**config.mk**
```make
export PLATFORM = sky130hd
export DESIGN_NAME = mtc_wrr_arbiter
export DESIGN_NICKNAME = d
export VERILOG_FILES = /design/src/rtl/mtc_wrr_pkg.sv /design/src/rtl/mtc_wrr_select.sv /design/src/rtl/mtc_wrr_arbiter.sv
export SDC_FILE = /design/constraint.sdc
export NUM_CORES = 1
export LEC_CHECK = 0
export ABC_CLOCK_PERIOD_IN_PS = 25500
export CORE_MARGIN = 4
export CORE_UTILIZATION = 63
export DETAILED_ROUTE_END_ITERATION = 7
export PLACE_DENSITY = 0.88
export SYNTH_ARGS = -nofsm -noshare
export SYNTH_HDL_FRONTEND = slang
export SYNTH_SLANG_ARGS = --single-unit
```
**constraint.sdc**
```tcl
create_clock -name clk -period 25.5 [get_ports clk]
set_clock_uncertainty 0.15 [all_clocks]
set_input_delay 3.825 -clock clk [delete_from_list [all_inputs] [get_ports clk]]
set_output_delay 3.825 -clock clk [all_outputs]
set_load 0.005 [all_outputs]
```
**src/rtl/mtc_wrr_pkg.sv**
```systemverilog
// Shared types and helpers for the mtc_wrr weighted round-robin arbiter.
// Weighting is enabled by defining MTC_WRR_WEIGHT_EN (see mtc_wrr_arbiter).
package mtc_wrr_pkg;

    localparam int WIDTH_N_DEF  = 8;
    localparam int AMOUNT_M_DEF = 3;
    localparam int WEIGHT_W_DEF = 4;

    typedef logic [WEIGHT_W_DEF-1:0] credit_t;

    // Effective grant limit: 0 behaves as 1, anything above the cap saturates.
    function automatic int clamp_limit(input int max_gnt, input int amount);
        if (max_gnt < 1)
            return 1;
        if (max_gnt > amount)
            return amount;
        return max_gnt;
    endfunction

    function automatic int rot_idx(input int base, input int off, input int n);
        return (base + off) % n;
    endfunction

endpackage

```
**src/rtl/mtc_wrr_select.sv**
```systemverilog
// Combinational multi-grant selector: grants the first i_limit eligible lanes
// scanning from i_ptr with wrap-around, and reports the pointer after the last grant.
module mtc_wrr_select
    import mtc_wrr_pkg::*;
#(
    parameter int WIDTH_N = WIDTH_N_DEF,
    localparam int PTR_W  = $clog2(WIDTH_N)
) (
    input  logic [WIDTH_N-1:0] i_elig,
    input  logic [PTR_W-1:0]   i_ptr,
    input  logic [PTR_W:0]     i_limit,
    output logic [WIDTH_N-1:0] o_gnt,
    output logic [PTR_W-1:0]   o_ptr_next
);

    int               w_cnt;
    logic [PTR_W-1:0] w_idx;
    logic [PTR_W-1:0] w_last;

    always_comb begin
        o_gnt  = '0;
        w_cnt  = 0;
        w_idx  = i_ptr;
        w_last = i_ptr;
        for (int k = 0; k < WIDTH_N; k++) begin
            w_idx = PTR_W'(rot_idx(int'(i_ptr), k, WIDTH_N));
            if (i_elig[w_idx] && (w_cnt < int'(i_limit))) begin
                o_gnt[w_idx] = 1'b1;
                w_cnt        = w_cnt + 1;
                w_last       = w_idx;
            end
        end
        // With nothing granted the pointer holds so the next scan starts at the same lane.
        if (w_cnt == 0)
            o_ptr_next = i_ptr;
        else
            o_ptr_next = PTR_W'(rot_idx(int'(w_last), 1, WIDTH_N));
    end

endmodule

```
**src/rtl/mtc_wrr_arbiter.sv**
```systemverilog
// Multi-grant weighted round-robin arbiter with per-lane credits and one registered output stage.
// Define MTC_WRR_WEIGHT_EN for weighted credits; otherwise credits reload to 1 (plain round-robin).
module mtc_wrr_arbiter
    import mtc_wrr_pkg::*;
#(
    parameter int WIDTH_N  = WIDTH_N_DEF,
    parameter int AMOUNT_M = AMOUNT_M_DEF,
    parameter int WEIGHT_W = WEIGHT_W_DEF
) (
    input  logic                            clk,
    input  logic                            reset_n,
    input  logic [WIDTH_N-1:0]              req_i,
    input  logic                            req_vld_i,
    output logic                            req_rdy_o,
    input  logic [WIDTH_N*WEIGHT_W-1:0]     weight_i,
    input  logic [$clog2(AMOUNT_M+1)-1:0]   max_gnt_i,
    output logic [WIDTH_N-1:0]              gnt_o,
    output logic                            gnt_vld_o,
    input  logic                            gnt_rdy_i
);

    localparam int PTR_W = $clog2(WIDTH_N);

    logic [WIDTH_N-1:0][WEIGHT_W-1:0] r_credit;
    logic [PTR_W-1:0]                 r_ptr;
    logic [WIDTH_N-1:0]               r_gnt;
    logic                             r_gnt_vld;

    logic [WIDTH_N-1:0][WEIGHT_W-1:0] w_load;
    logic [WIDTH_N-1:0][WEIGHT_W-1:0] w_credit_next;
    logic [WIDTH_N-1:0]               w_mask;
    logic [WIDTH_N-1:0]               w_cred_nz;
    logic [WIDTH_N-1:0]               w_load_nz;
    logic [WIDTH_N-1:0]               w_live;
    logic [WIDTH_N-1:0]               w_elig;
    logic [WIDTH_N-1:0]               w_gnt;
    logic [PTR_W-1:0]                 w_ptr_next;
    logic [PTR_W:0]                   w_limit;
    logic                             w_accept;
    logic                             w_reload;

`ifdef MTC_WRR_WEIGHT_EN
    genvar gi;
    generate
        for (gi = 0; gi < WIDTH_N; gi++) begin : g_load
            assign w_load[gi] = weight_i[gi*WEIGHT_W +: WEIGHT_W];
            assign w_mask[gi] = (weight_i[gi*WEIGHT_W +: WEIGHT_W] == '0);
        end
    endgenerate
`else
    logic w_unused_weight;
    assign w_unused_weight = ^weight_i;
    genvar gi;
    generate
        for (gi = 0; gi < WIDTH_N; gi++) begin : g_load
            assign w_load[gi] = WEIGHT_W'(1);
            assign w_mask[gi] = 1'b0;
        end
    endgenerate
`endif

    assign req_rdy_o = !r_gnt_vld || gnt_rdy_i;
    assign w_accept  = req_vld_i && req_rdy_o;
    assign w_limit   = (PTR_W+1)'(clamp_limit(int'(max_gnt_i), AMOUNT_M));

    generate
        for (gi = 0; gi < WIDTH_N; gi++) begin : g_lane
            assign w_cred_nz[gi] = (r_credit[gi] != '0);
            assign w_load_nz[gi] = (w_load[gi] != '0);
            // Reload and grant can share a cycle: decrement the freshly loaded value.
            assign w_credit_next[gi] =
                w_reload ? (w_load[gi] - WEIGHT_W'(w_gnt[gi])) :
                (w_gnt[gi] && w_cred_nz[gi]) ? (r_credit[gi] - WEIGHT_W'(1)) :
                r_credit[gi];
        end
    endgenerate

    // Masked lanes neither trigger a reload nor take part in one, so an
    // all-masked or empty request leaves credits untouched.
    assign w_live   = req_i & ~w_mask;
    assign w_reload = (|w_live) && !(|(w_live & w_cred_nz));
    assign w_elig   = w_live & (w_reload ? w_load_nz : w_cred_nz);

    mtc_wrr_select #(
        .WIDTH_N (WIDTH_N)
    ) u_select (
        .i_elig     (w_elig),
        .i_ptr      (r_ptr),
        .i_limit    (w_limit),
        .o_gnt      (w_gnt),
        .o_ptr_next (w_ptr_next)
    );

    always_ff @(posedge clk or negedge reset_n) begin
        if (!reset_n) begin
            r_credit  <= '0;
            r_ptr     <= '0;
            r_gnt     <= '0;
            r_gnt_vld <= 1'b0;
        end else if (w_accept) begin
            r_credit  <= w_credit_next;
            r_ptr     <= w_ptr_next;
            r_gnt     <= w_gnt;
            r_gnt_vld <= 1'b1;
        end else if (gnt_rdy_i) begin
            r_gnt     <= '0;
            r_gnt_vld <= 1'b0;
        end
    end

    assign gnt_o     = r_gnt;
    assign gnt_vld_o = r_gnt_vld;

endmodule

```
==> results of run 1 <==
per-layer routing:
layer / global-route usage / up-vias
met5: 0 / -
met4: 0.107 / 0
met3: 0.0502 / 43
met2: 0.466 / 238
met1: 0.381 / 2482
li1: - / 2418
critical path: cells and delay by family:
family	cells	cell delay, ps
xor+xnor	1	150
mux	4	1600
compound gates	19	4870
buf+inv	3	850
simple gates	20	4520
fa+ha+maj	7	1840
per-stage QoR:
step                       util  cell area [sq um]  instances
after floorplan               -               5210        636
after global placement    0.694               5470        733
after detailed placement  0.694               5470        733
after CTS                 0.709               5590        741
after global routing      0.709               5590        741
final                     0.709               5590        741
registers in the layout, indices dropped and copies added, names as in the netlist:
register and flops:
gnt_o 8, gnt_vld_o 1, r_ptr 3, r_credit 32
final timing paths:
| check | to | depth (start not counted) |
|---|---|---|
| max | r_ptr[2] | 54 |
| min | gnt_o[2] | 2 |
| max reg2reg | r_ptr[2] | 55 |
| min reg2reg | gnt_o[2] | 2 |
| max in group asynchronous | r_credit[29] | 1 |
| min in group asynchronous | r_credit[17] | 1 |
placed cells by master (no fill, tap or decap), types with 7 or more instances in the layout:
cell type / n
a31oi_1: 7
a211o_1: 11
inv_1: 31
nand2_1: 72
clkdlybuf4s50_1: 22
and2_1: 10
nand3_1: 18
o31ai_1: 9
nand2b_1: 14
mux2_2: 9
nor2_1: 32
nor3b_1: 8
dfrtp_1: 44
xnor2_1: 7
a211oi_1: 10
or2_2: 7
mux2i_1: 22
nand4_1: 12
o211ai_1: 10
o21ai_0: 24
nand3b_1: 14
a22oi_1: 9
a21oi_1: 34
buf_4: 7
nor3_1: 17
ha_1: 35
cell type report:
cell class	count	area, sq um
Timing Repair Buffer	30	278
Multi-Input combinational cell	525	3840
Tap cell	102	128
Sequential cell	44	1100
Fill cell	605	2300
Inverter	32	120
Clock buffer	6	82.6
Clock inverter	2	38.8
cell usage after synthesis, types with 7 or more instances:
| library cell | count | share of area |
|---|---|---|
| ha_1 | 35 | 0.084 |
| dfrtp_1 | 44 | 0.21 |
| a22oi_1 | 9 | 0.013 |
| nand3b_1 | 14 | 0.020 |
| buf_2 | 8 | 0.0077 |
| inv_1 | 31 | 0.022 |
| nand2b_1 | 14 | 0.017 |
| o21ai_0 | 24 | 0.023 |
| nor3_1 | 17 | 0.016 |
| nand3_1 | 18 | 0.017 |
| a211oi_1 | 10 | 0.014 |
| a31oi_1 | 7 | 0.0084 |
| nand4_1 | 12 | 0.014 |
| xnor2_1 | 7 | 0.012 |
| nor2_1 | 32 | 0.023 |
| mux2i_1 | 22 | 0.042 |
| o211ai_1 | 10 | 0.014 |
| mux2_2 | 9 | 0.019 |
| or2_2 | 7 | 0.0084 |
| o31ai_1 | 9 | 0.013 |
| clkbuf_1 | 25 | 0.018 |
| a21oi_1 | 34 | 0.033 |
| nor3b_1 | 8 | 0.012 |
| and2_1 | 10 | 0.012 |
| a211o_1 | 11 | 0.019 |
| nand2_1 | 72 | 0.052 |
kinds of logic after synthesis:
logic type	Yosys count
and+or+nand+nor	249
AOI/OAI and AO/OA	194
buffers and inverters	67
DFF	44
muxes	36
adders and majority gates	35
xor gates and xnor gates	11
==> impl_metrics.toml, run 1 <==
[critical_path]
cp_slowest_cell = "a221oi_1"
r2r-start = "r_ptr[0]"
cp_common_cell = "ha_1"
path_class = "input port to register"
r2r_slack_ps = 10040
required_ps = 25530
end_kind = "register"
crit_path_start_kind = "input port"
cp.arrival_ps = 17690
critPathLaunch = "req_i[1]"
slowest_delay_ps = 830
cp_max_fo = 17

[synth]
ys_ff_latch = 44
synth_edf_count = 0
synth_mux_area_frac = 0.0834
syn_area_per_cell_sq_um = 8.19
synth_area_sq_um = 5210
synth-simple-area-share = 0.262
synth_cell_types = 88
synth_compound_area_frac = 0.291
async_reset_ff_frac = 1.00
synthFlopType = "dfrtp_1"
ys_warn_count = 0
syn_inst = 636
synth_fa_ha_area_frac = 0.0841
syn-num-nets = 717
synth-seq-area-share = 0.211
synth_top_family_by_area = "compound AO/OA/AOI/OAI gates"
synth_xor_xnor_area_share = 0.0185

[cts]
cts_buffers = 5
cts_setup_buffers = 0
insertion_delay_ps = 310
root_buffer = "clkbuf_8"
tritoncts = "built"
cts_hold_buf = 0
clkSinkCount = 44
cts_resized = 0
cts.htree.levels = 2
cts.reportedPaths.clkPinSlew_ps = 80
cts.path.max_buffers = 2

[global_routing]
grt_pass1_wl_mm = 23.4
grt-ovfl-total = 0
grt_usage = 0.287
grt_max_degree = 45
antenna_found_initial = 0
grt_pass1_vias = 4945

[drt]
wl_met3_mm = 1.09
drt_iter0_markers = 736
drc = 0
top_layer_used = "met4"
detail-route-antenna-nets = 0
viasPerCell = 6.99
routed_wl_mm = 14.0
dr.pass1.iters = 7
met2_wirelength_mm = 6.65
dr_total_vias = 5181
wl_per_cell_microns = 18.9
wl_met1_mm = 5.92

[die]
initial_utilization = 0.660
core-area_sq_um = 7890
dieArea_sq_um = 9780
ios = 56
dieHeight_microns = 98.9
rows = 32
die_w_microns = 98.9

[timing]
holdWs_ps = 341
final-max-slew-violation-count = 0
period_share = 0.693
relSlewSlack = 0.311
setup_viol = 0
setup_ws_ps = 7840
rsz0062_at_grt = "no"
tns_ps = 0
fmax_ghz = 0.0566
tightest_slew_ps = 1030
fin_crit_ps = 17660
hold_viol = 0

[min_path]
hold_start = "gnt_o[2]"
hold_path_class = "register to register"

[place]
pre_cts_ws_ps = 7760
gp_congestion = 0.965
dp_hpwl_mm = 10.3
portBuffers = 23

[status]
outcome = "complete, no violations"

[final_layout]
antenna_cells = 0
drive_above_1_share = 0.0970
nets = 719
area_growth_syn_to_layout_pct = 7.40

[flow_run]
maxCapViolCount = 0
Power of run 1 is left out: the tool's default activity adds up to more than one toggle a clock period on the data nets, which glitch-free logic cannot reach.
==> run 2: changes to the inputs <==
--- a/config.mk
+++ b/config.mk
@@ -5,11 +5,11 @@
 export SDC_FILE = /design/constraint.sdc
 export NUM_CORES = 1
 export LEC_CHECK = 0
-export ABC_CLOCK_PERIOD_IN_PS = 25500
+export ABC_CLOCK_PERIOD_IN_PS = 16000
 export CORE_MARGIN = 4
-export CORE_UTILIZATION = 63
+export CORE_UTILIZATION = 53
 export DETAILED_ROUTE_END_ITERATION = 7
-export PLACE_DENSITY = 0.88
+export PLACE_DENSITY = 0.79
 export SYNTH_ARGS = -nofsm -noshare
 export SYNTH_HDL_FRONTEND = slang
 export SYNTH_SLANG_ARGS = --single-unit
==> constraint.sdc (replaced) <==
create_clock -name clk -period 16 [get_ports clk]
set_clock_uncertainty 0.15 [all_clocks]
set_input_delay 2.4 -clock clk [delete_from_list [all_inputs] [get_ports clk]]
set_output_delay 2.4 -clock clk [all_outputs]
set_load 0.005 [all_outputs]
==> run 2 against run 1 <==
  * Clock-buffer cell count grew 1
  * Worst setup slack worse by 7000 ps
  * Largest cell class unchanged
  * Sequential cell count unchanged
  * Global-route usage fell by 4.2 points
  * Final area is 1.2% higher
  * Sequential share of layout area decreased by 0.24 points
==> impl_metrics.toml, run 2 (same netlist as run 1, synthesis figures left out) <==
[status]
outcome = "complete, no violations"

[min_path]
holdPathStages = 2
hold_path_class = "register to register"
hold_path_end = "gnt_o[3]"
hold_start = "gnt_o[3]"

[global_routing]
grt_pass1_vias = 4744
grt_usage = 0.244
grt-ovfl-total = 0
antenna_found_initial = 0
grtUsageMet1 = 0.344
grt_max_degree = 45
use_met2 = 0.398
grt_pass1_wl_mm = 23.2
top_usage_layer = "met2"
use_met3 = 0.0253

[critical_path]
r2r-start = "r_ptr[1]"
end_kind = "register"
path_class = "input port to register"
slowest_delay_ps = 690
cp.arrival_ps = 15200
cp_slowest_cell = "clkdlybuf4s50_1"
ff2ff_path_depth = 51
cp_max_fo = 14
required_ps = 16020
r2r-end = "r_ptr[2]"
cp_common_cell = "ha_1"
r2r_slack_ps = 2240
crit_path_start_kind = "input port"

[cts]
clkSinkCount = 44
tritoncts = "built"
cts.path.max_buffers = 2
cts.htree.levels = 2
cts_setup_buffers = 0
cts_hold_buf = 0
cts_buffers = 5
insertion_delay_ps = 300
cts.reportedPaths.clkPinSlew_ps = 90
root_buffer = "clkbuf_8"

[timing]
tns_ps = 0
relSlewSlack = 0.343
tightest_slew_ps = 985
period_share = 0.949
holdWs_ps = 342
fmax_ghz = 0.0659
fin_crit_ps = 15180
setup_viol = 0
final-max-slew-violation-count = 0
rsz0062_at_grt = "no"
hold_viol = 0

[die]
core-area_sq_um = 9420
dieHeight_microns = 107
die_w_microns = 107
rows = 35
dieArea_sq_um = 11500
initial_utilization = 0.553
ios = 56

[place]
gp_congestion = 0.948
portBuffers = 23
dp_hpwl_mm = 10.4

[final_layout]
area_growth_syn_to_layout_pct = 8.72
top_register = "r_credit"
antenna_cells = 0
nets = 727
largest_reg_flops = 32
final_cell_mix = "nand2_1, dfrtp_1, ha_1, a21oi_1"
multi_input_area_sq_um = 3850
drive_above_1_share = 0.108
fillers = 825
ff_latch_area_sq_um = 1100
layout_commonest_cell = "nand2_1"

[drt]
dr.pass1.iters = 5
wl_per_cell_microns = 18.1
drt_iter0_markers = 456
dr_total_vias = 5139
viasPerCell = 6.62
routed_wl_mm = 14.0
drc = 0
detail-route-antenna-nets = 0

[flow_run]
maxCapViolCount = 0
run 2: area by class of cell:
| cell class | count | share of cell area |
|---|---|---|
| Clock inverter | 1 | 0.00133 |
| Clock buffer | 7 | 0.0153 |
| Inverter | 32 | 0.0212 |
| Sequential cell | 44 | 0.195 |
| Timing Repair Buffer | 38 | 0.0597 |
| Multi-Input combinational cell | 525 | 0.679 |
| Tap cell | 129 | 0.0285 |
run 2: how the worst max path moves through the flow:
stage / from / end / slack (ps) / depth (start not counted)
after floorplan: req_i[1] / r_ptr[2] / 2060 / 58
after global placement: req_i[2] / r_ptr[2] / 900 / 55
after detailed placement: req_i[2] / r_ptr[2] / 560 / 52
after CTS: req_i[2] / r_ptr[2] / 840 / 52
after global routing: req_i[2] / r_ptr[2] / 90 / 54
final: req_i[2] / r_ptr[2] / 820 / 52
run 2: routing by layer:
metal  wire length (microns)  up-vias
met4                     289        0
li1                        -     2433
met3                     803       23
met5                       0        -
met2                    6700      181
met1                    6250     2502
run 2: per-stage QoR:
| stage | instance area, sq um | setup slack, ps | util | instances |
|---|---|---|---|---|
| floorplan | 5210 | 2060 | - | 636 |
| CTS | 5660 | 838 | 0.601 | 776 |
| global placement | 5560 | 895 | 0.591 | 768 |
| finish | 5660 | 819 | 0.601 | 776 |
| detailed placement | 5560 | 557 | 0.591 | 768 |
| global route | 5660 | 88.8 | 0.601 | 776 |
run 2: worst max-delay path, delay by kind of cell:
family / cells / cell delay [ps]
adder cells (fa/ha/maj): 8 / 2040
AO/OA/AOI/OAI: 18 / 4650
buffers and inverters: 3 / 880
multiplexers: 5 / 1750
XOR/XNOR: 2 / 300
AND/OR/NAND/NOR: 16 / 3130
run 2: repair_timing:
action	4_1_cts	5_1_grt
gates resized for setup	0	1
hold endpoints to repair	0	0
endpoints found under the setup margin	0	1
Power of run 2 is left out for the same reason.
